### src/rtl/qed_pkg.sv
// Shared opcode constants, FSM state and decode classes for the QED duplication queue.
package qed_pkg;

    localparam logic [6:0] OP_R     = 7'b0110011;
    localparam logic [6:0] OP_I     = 7'b0010011;
    localparam logic [6:0] OP_LD    = 7'b0000011;
    localparam logic [6:0] OP_ST    = 7'b0100011;
    localparam logic [6:0] OP_LUI   = 7'b0110111;
    localparam logic [6:0] OP_AUIPC = 7'b0010111;

    typedef enum logic {ORIG, DUP} state_e;

    typedef enum logic [2:0] {CL_R, CL_I, CL_LD, CL_ST, CL_U, CL_OTHER} class_e;

    // Duplicates live in the upper half of the register file; x0 stays x0.
    function automatic logic [4:0] remap_reg(input logic [4:0] r);
        return (r == 5'd0) ? 5'd0 : {1'b1, r[3:0]};
    endfunction

endpackage

### src/rtl/qed_instr_remap.sv
// Combinational RV32I class decode plus register/memory partition remap of one instruction.
module qed_instr_remap
    import qed_pkg::*;
#(
    parameter int MEM_KEEP_BITS = 6
) (
    input  logic [31:0] instr_i,
    output class_e      cls_o,
    output logic [31:0] dup_o
);

    localparam logic [11:0] KEEP_MASK = 12'((1 << MEM_KEEP_BITS) - 1);
    localparam logic [11:0] KEEP_SET  = 12'(1 << MEM_KEEP_BITS);

    logic [4:0]  rd_m, rs1_m, rs2_m;
    logic [11:0] off_ld, off_st;

    assign rd_m   = remap_reg(instr_i[11:7]);
    assign rs1_m  = remap_reg(instr_i[19:15]);
    assign rs2_m  = remap_reg(instr_i[24:20]);
    // Offsets are squeezed into the duplicate memory window above the kept low bits.
    assign off_ld = (instr_i[31:20] & KEEP_MASK) | KEEP_SET;
    assign off_st = ({instr_i[31:25], instr_i[11:7]} & KEEP_MASK) | KEEP_SET;

    always_comb begin
        cls_o = CL_OTHER;
        dup_o = instr_i;
        case (instr_i[6:0])
            OP_R: begin
                cls_o = CL_R;
                dup_o = {instr_i[31:25], rs2_m, rs1_m, instr_i[14:12], rd_m, instr_i[6:0]};
            end
            OP_I: begin
                cls_o = CL_I;
                dup_o = {instr_i[31:20], rs1_m, instr_i[14:12], rd_m, instr_i[6:0]};
            end
            OP_LD: begin
                cls_o = CL_LD;
                dup_o = {off_ld, rs1_m, instr_i[14:12], rd_m, instr_i[6:0]};
            end
            OP_ST: begin
                cls_o = CL_ST;
                dup_o = {off_st[11:5], rs2_m, rs1_m, instr_i[14:12], off_st[4:0], instr_i[6:0]};
            end
            OP_LUI, OP_AUIPC: begin
                cls_o = CL_U;
                dup_o = {instr_i[31:12], rd_m, instr_i[6:0]};
            end
            default: begin
                cls_o = CL_OTHER;
                dup_o = instr_i;
            end
        endcase
    end

endmodule

### src/rtl/qed_dup_queue.sv
// QED duplication queue: passes originals through, buffers remapped duplicates, drains them on full or exec_dup.
module qed_dup_queue
    import qed_pkg::*;
#(
    parameter int DEPTH         = 8,
    parameter int MEM_KEEP_BITS = 6,
    parameter int CNT_W         = $clog2(DEPTH) + 1
) (
    input  logic             clk,
    input  logic             rst_n,
    input  logic             ena,
    input  logic             exec_dup,
    input  logic             in_valid,
    output logic             in_ready,
    input  logic [31:0]      in_instruction,
    output logic             out_valid,
    input  logic             out_ready,
    output logic [31:0]      out_instruction,
    output logic             out_is_dup,
    output logic [CNT_W-1:0] fifo_count,
    output logic             qed_ready
);

    localparam int AW = $clog2(DEPTH);

    state_e            state_q, state_d;
    logic [31:0]       mem_q [DEPTH];
    logic [AW-1:0]     wr_ptr_q, rd_ptr_q;
    logic [CNT_W-1:0]  count_q, count_d, cnt_post;
    logic              out_valid_q, out_valid_d;
    logic [31:0]       out_instr_q, out_instr_d;
    logic              out_dup_q, out_dup_d;
    logic              load, full, empty, accept, push, pop;
    class_e            in_cls;
    logic [31:0]       in_dup;

    // Duplicates are remapped on the way in, so the FIFO head is already output-ready.
    qed_instr_remap #(.MEM_KEEP_BITS(MEM_KEEP_BITS)) u_remap (
        .instr_i (in_instruction),
        .cls_o   (in_cls),
        .dup_o   (in_dup)
    );

    assign load  = !out_valid_q || out_ready;
    assign full  = (count_q == CNT_W'(DEPTH));
    assign empty = (count_q == '0);

    always_comb begin
        state_d     = state_q;
        in_ready    = 1'b0;
        accept      = 1'b0;
        push        = 1'b0;
        pop         = 1'b0;
        out_valid_d = out_valid_q;
        out_instr_d = out_instr_q;
        out_dup_d   = out_dup_q;
        cnt_post    = count_q;
        case (state_q)
            ORIG: begin
                in_ready = load && (!ena || !full);
                accept   = in_valid && in_ready;
                push     = accept && ena && (in_cls != CL_OTHER);
                if (load) begin
                    out_valid_d = accept;
                    if (accept) begin
                        out_instr_d = in_instruction;
                        out_dup_d   = 1'b0;
                    end
                end
                cnt_post = count_q + CNT_W'(push);
                if ((push && cnt_post == CNT_W'(DEPTH)) || (exec_dup && cnt_post != '0))
                    state_d = DUP;
            end
            DUP: begin
                if (load) begin
                    pop         = !empty;
                    out_valid_d = pop;
                    if (pop) begin
                        out_instr_d = mem_q[rd_ptr_q];
                        out_dup_d   = 1'b1;
                    end
                end
                if (empty || (pop && count_q == CNT_W'(1)))
                    state_d = ORIG;
            end
            default: state_d = ORIG;
        endcase
        count_d = count_q + CNT_W'(push) - CNT_W'(pop);
    end

    always_ff @(posedge clk) begin
        if (!rst_n) begin
            state_q     <= ORIG;
            wr_ptr_q    <= '0;
            rd_ptr_q    <= '0;
            count_q     <= '0;
            out_valid_q <= 1'b0;
            out_instr_q <= '0;
            out_dup_q   <= 1'b0;
        end else begin
            state_q     <= state_d;
            count_q     <= count_d;
            out_valid_q <= out_valid_d;
            out_instr_q <= out_instr_d;
            out_dup_q   <= out_dup_d;
            if (push) wr_ptr_q <= wr_ptr_q + AW'(1);
            if (pop)  rd_ptr_q <= rd_ptr_q + AW'(1);
        end
    end

    always_ff @(posedge clk) begin
        if (push) mem_q[wr_ptr_q] <= in_dup;
    end

    assign out_valid       = out_valid_q;
    assign out_instruction = out_instr_q;
    assign out_is_dup      = out_dup_q;
    assign fifo_count      = count_q;
    assign qed_ready       = (state_q == ORIG) && empty && !(out_valid_q && out_dup_q);

endmodule

### config.mk
export PLATFORM = sky130hd
export DESIGN_NAME = qed_dup_queue
export DESIGN_NICKNAME = d
export VERILOG_FILES = /design/src/rtl/qed_pkg.sv /design/src/rtl/qed_instr_remap.sv /design/src/rtl/qed_dup_queue.sv
export SDC_FILE = /design/constraint.sdc
export NUM_CORES = 1
export LEC_CHECK = 0
export CORE_ASPECT_RATIO = 1.1
export CORE_UTILIZATION = 54
export DETAILED_ROUTE_END_ITERATION = 10
export PLACE_DENSITY_LB_ADDON = 0.15
export SYNTH_ARGS = -nofsm -noshare
export SYNTH_HDL_FRONTEND = slang
export SYNTH_SLANG_ARGS = --single-unit
### constraint.sdc
create_clock -name clk -period 15.3 [get_ports clk]
set_clock_uncertainty 0.1 [all_clocks]
set_input_delay 1.53 -clock clk [delete_from_list [all_inputs] [get_ports clk]]
set_output_delay 1.53 -clock clk [all_outputs]
set_load 0.05 [all_outputs]
* Yosys cells after proc, flatten, opt, wreduce, memory -nomap -nowiden
Memory sizes are Yosys's and may differ from the RTL's. A register that Yosys moved wholly into a read port is not among the register bits. Cells that the tools add are included.
Operators by class: reduce and logical (&&, ||, !) cells 27, equality and inequality tests 14, bitwise logic cells 1, mux-type cells 30, add/subtract/negate cells 5
Operators with widths (count):
- $pmux 32 s5 | 1
- $mux 32 | 4
- $pmux 32 s2 | 1
- $eq 7x6->1 const B | 3
- $logic_not 5->1 | 3
- $mux 1 | 15
- $mux 5 | 3
- $pmux 3 s5 | 1
- $eq 7x5->1 const B | 2
- $logic_and 1x1->1 | 10
- $add 4x1->4 | 2
- $eq 4x4->1 const B | 2
- $eq 7x2->1 const B | 1
- $add 3x1->3 const B | 2
- $mux 3 | 2
- $ne 2x2->1 const B | 3
- $pmux 1 s2 | 3
- $logic_not 1->1 | 5
- $eq 4x1->1 const B | 1
- $logic_not 4->1 | 1
- $logic_or 1x1->1 | 4
- $reduce_and 4->1 | 1
- $reduce_bool 4->1 | 1
- $sub 4x1->4 | 1
- other kinds (5) | 5
Storage, ports and cells: memory bits (writable) 256, input bits 38, memories 1, register bits after elaboration 45
Memory list:
- mem_q | words 8, bits a word 32, read ports 1, clocked after Yosys merged registers in 1, write ports 1, line qed_dup_queue.sv:27 | logic [31:0] mem_q [DEPTH];

* Depth between registers and ports, before layout
depth after elaboration 13, mapped depth 12, gate-level depth less buffers 12

* By module
Synthesis repeated with hierarchy kept, for this count alone.
Second synthesis, totals: cell total of the unflattened synthesis 674, area, all modules 12453.2 um^2
By module, submodules not included:
- qed_dup_queue | cells each 625, times used 1, area an instance 12141.6 um^2, sequential area each 8648.3 um^2
- qed_instr_remap | cells each 49, times used 1, area an instance 311.5 um^2, sequential area each 0.0 um^2

* Worst setup path before layout
OpenSTA, ideal clock, no wires.
kind input-to-reg, from in ena, to mem mem_q[0][0], enable pin, stages 5, data required time 14698 ps, slack 8935 ps, arrival 5764 ps, path buffers 0, library setup time 502 ps, cells stage by stage nor4bb_1 -> or3_1 -> inv_1 -> nand2_1 -> nor4_1
On the way: word-level cells in the longest chain between the ends 9
RTL lines:
- from (decl) | line qed_dup_queue.sv:11 | input logic ena,
- $logic_not 1->1 | line qed_dup_queue.sv:60 | in_ready = load && (!ena || !full);
- $logic_or 1x1->1 | line qed_dup_queue.sv:60
- $logic_and 1x1->1 | line qed_dup_queue.sv:60
- $logic_and 1x1->1 | line qed_dup_queue.sv:61 | accept = in_valid && in_ready;
- $logic_and 1x1->1 * (2 in series) | line qed_dup_queue.sv:62 | push = accept && ena && (in_cls != CL_OTHER);
- $mux 1 * | line qed_dup_queue.sv:58 | case (state_q)
- $mux 1 * | line qed_dup_queue.sv:112 | if (push) mem_q[wr_ptr_q] <= in_dup;
- $mux 1 (not written as such) * | line qed_dup_queue.sv:112
- to (decl) | line qed_dup_queue.sv:27
Every way passes the cells marked *; elsewhere a longest branch is shown, timed or not.

* Worst setup path after layout
from in ena, to out in_ready
On the way: word-level cells in the longest chain between the ends 4
RTL lines:
- $logic_not 1->1 | line qed_dup_queue.sv:60
- $logic_or 1x1->1 | line qed_dup_queue.sv:60
- $logic_and 1x1->1 | line qed_dup_queue.sv:60
- $mux 1 | line qed_dup_queue.sv:58
- to (decl) | line qed_dup_queue.sv:14 | output logic in_ready,
No other way between the ends.

==> summary.txt <==
Logic synthesis
  – Sequential fraction of the synthesis area: 0.712
  – Share of the synthesized area in the top cell type: 0.633
  – Post-synthesis average cell area: 18.7 um^2
  – Cell with the most instances after synthesis: sky130_fd_sc_hd__edfxtp_1
  – Count of flip-flops with a built-in enable after synthesis: 256
  – Post-Syn Instances: 651
  – Cell type with the highest aggregate area in the netlist: sky130_fd_sc_hd__edfxtp_1
  – Async SR Flop Fraction: 0
  – Most common flop cell mapped by yosys: sky130_fd_sc_hd__edfxtp_1
  – Yosys warnings: 0
  – Number of register bits inferred by synthesis: 304
  – Post-synthesis cell type count: 44
  – Biggest area contributors in the synthesized netlist: sky130_fd_sc_hd__edfxtp_1 63%, sky130_fd_sc_hd__mux4_2 12%, sky130_fd_sc_hd__dfxtp_1 7.9%
  – Top cell types by occurrence after synthesis: 256 x sky130_fd_sc_hd__edfxtp_1, 64 x sky130_fd_sc_hd__mux4_2, 48 x sky130_fd_sc_hd__dfxtp_1
  – Mapped cell area: 12100 um^2
  – Mapped Nets: 700

Min path
  – Hold/Removal Path Class: reg2reg
  – Depth of the worst hold-timing path: 2

Critical path
  – Worst endpoint data arrival time: 3800 ps
  – Element type at the critical path end: output pin
  – Buffers plus inverters on the worst setup path: 3
  – Worst r2r path cells: 7
  – CP most frequent cell: sky130_fd_sc_hd__clkdlybuf4s50_1
  – CP max stage cell: sky130_fd_sc_hd__clkdlybuf4s50_1
  – Worst endpoint required time: 13670 ps
  – Critical path peak fanout: 6
  – Worst-path cell chain: clkdlybuf4s50_1, nor4bb_1, or3_1, inv_1, clkdlybuf4s50_1
  – Count of cell instances traversed by the critical path: 5
  – Sort of element at the start of the critical path: primary input
  – Crit-path leading delay family: buffers and inverters
  – Category of the critical setup timing path: in2out
  – Delay contributed by the slowest stage of the critical path: 720 ps

Timing
  – Worst Tran Pin Value: 1140 ps
  – Unrepaired setup endpoints after global routing: false
  – Final Max Slew Viols: 0
  – Total of endpoints with negative setup slack in the final report: 0
  – Final worst path period share: 0.355
  – Highest Clock Rate: 184 MHz
  – Relative max-transition margin: 0.238
  – Number of hold violations in the final report: 0
  – Shortest clock period the worst path allows after layout: 5430 ps
  – Summed negative setup slack over all endpoints: 0 ps

Die
  – Count of boundary I/O pins: 78
  – Die Outline Area: 23100 um^2
  – Die outline height: 159 um
  – Horizontal die dimension: 145 um
  – Core box area: 22100 um^2
  – Effective utilization at floorplan: 0.549
  – Std cell rows: 57

Power
  – Overall power after layout: 1690 uW
  – Max IR drop VDD: 0.0968 mV
  – Static Leak: 0.00435 uW
  – Total power divided by cell area: 119 nW/um^2

Global route
  – Global routing usage on met3: 0.0330
  – Met2 Use GR: 0.382
  – Number of antenna violations at the first check in global routing: 0
  – Overall global routing resource usage: 0.224
  – Most Used Layer, Global Route: met2
  – Maximum number of pins on one net before global-route repair: 72
  – First-pass GRT wire length: 39.0 mm
  – Number of global-route vias before repair: 6720
  – M1 GR Usage: 0.309
  – Aggregate global routing overflow: 0

Detailed routing
  – Average routed wire per standard cell: 23.9 um
  – Number of DRC violations after detailed routing: 0
  – Detailed Route Iter0 Violations: 376
  – First drt pass iteration count: 5
  – Via count: 6250
  – Final routed wirelength across all metal layers: 24.9 mm
  – Ratio of routed vias to standard cells: 6.00
  – Antenna-violating nets left: 0

Flow run
  – Max-Cap Viols: 0

Clock tree
  – Hold-fix buffers, CTS: 0
  – Max Buffers Root-to-Sink: 3
  – Clk sink count: 304
  – CTS root buf: sky130_fd_sc_hd__clkbuf_16
  – Number of clock buffers inserted by TritonCTS: 30
  – Post-cts gate resize count: 0
  – Clock transition at the register clock pins on the worst setup and hold paths after CTS: 60 ps
  – Worst skew pair latency: 540 ps
  – H-Tree Depth: 1
  – Clock tree from TritonCTS: yes
  – Number of buffers inserted to repair setup after CTS: 0

Placement
  – Routability-driven placement congestion ratio: 0.739
  – Dpl hpwl: 13.8 mm
  – # port buffers: 77

Status
  – Outcome: finished, final reports clean

Final layout
  – Share of layout cells above drive strength 1: 0.230
  – Antenna cells: 0
  – Fill cell count: 1561
  – Number of nets in the layout: 772
  – FF+latch area: 8650 um^2
  – Combined area of the multi-input logic cells: 3280 um^2
  – Synth-to-Final Area Change: 16.7%
-- where the power goes --
part	internal [uW]	switching, uW	leakage [uW]
logic	27.9	53.9	0.00118
clock network	412	293	0.000475
registers	903	3.71	0.00269
-- routing by layer --
| layer | up-vias | wire length, um |
|---|---|---|
| li1 | 2806 | - |
| met1 | 3234 | 10500 |
| met5 | - | 0 |
| met2 | 179 | 12800 |
| met4 | 0 | 326 |
| met3 | 31 | 1260 |
-- sequential cells by signal, summed over array words and instances (netlist names), named ones only --
signal	count
wr_ptr_q	3
rd_ptr_q	3
out_valid	1
mem_q	256
state_q	1
fifo_count	4
out_instruction	32
out_is_dup	1
-- area by class of cell --
cell class | count | share of cell area
Sequential cell | 304 | 0.610
Multi-Input combinational cell | 287 | 0.231
Timing Repair Buffer | 92 | 0.0620
Clock buffer | 43 | 0.0614
Tap cell | 295 | 0.0260
Clock inverter | 13 | 0.00671
Inverter | 8 | 0.00212
-- cell usage in the layout (no fill, tap or decap), types with 7 or more instances in the layout --
cell type / netlist / layout
sky130_fd_sc_hd__nor2_1: 10 / 7
sky130_fd_sc_hd__nand2_1: 40 / 40
sky130_fd_sc_hd__mux2i_1: 33 / 33
sky130_fd_sc_hd__edfxtp_1: 256 / 256
sky130_fd_sc_hd__buf_4: 2 / 15
sky130_fd_sc_hd__o221ai_2: 30 / 30
sky130_fd_sc_hd__ha_1: 10 / 10
sky130_fd_sc_hd__clkdlybuf4s50_1: 0 / 76
sky130_fd_sc_hd__nand4_1: 33 / 33
sky130_fd_sc_hd__mux4_2: 64 / 64
sky130_fd_sc_hd__dfxtp_1: 48 / 45
sky130_fd_sc_hd__clkbuf_1: 37 / 7
sky130_fd_sc_hd__clkbuf_16: 0 / 31
-- tightest hold or removal path: stages (launching register included) --
cell and delay [ps]:
sky130_fd_sc_hd__dfxtp_1 320, sky130_fd_sc_hd__nand2_1 50, sky130_fd_sc_hd__a21oi_1 80
-- path summary, 6_finish.rpt --
kind / end / slack, ps / from
worst max register to register: mem_q[5][25] / 12080 / fifo_count[2]
worst min register to register: flop / 400 / rd_ptr_q[1]
worst min-delay path: flop / 400 / rd_ptr_q[1]
worst max-delay path: in_ready / 9870 / ena
-- cells by family (layout without fill, tap and decap cells) --
logic type      count (synthesis)  in the layout  share of synthesized area
fa+ha+maj                      11             11                     0.0120
compound gates                 52             52                     0.0494
mux                            97             97                      0.146
buf+inv                        60            156                     0.0231
xor+xnor                        6              6                    0.00433
flops                         304            304                      0.712
simple gates                  121            121                     0.0533
-- per-stage QoR --
step                hold WS (ps)  cells  utilization  setup slack, ps  cell area [um^2]
finish                       403   1042        0.641             9870             14200
global placement             365    986        0.598             9980             13200
floorplan                    354    651            -             8930             12100
CTS                          409   1042        0.641             9870             14200
detailed placement           381    986        0.598             9880             13200
global route                 439   1042        0.641             9750             14200
Note: power is estimated with default switching activity, not from simulation.
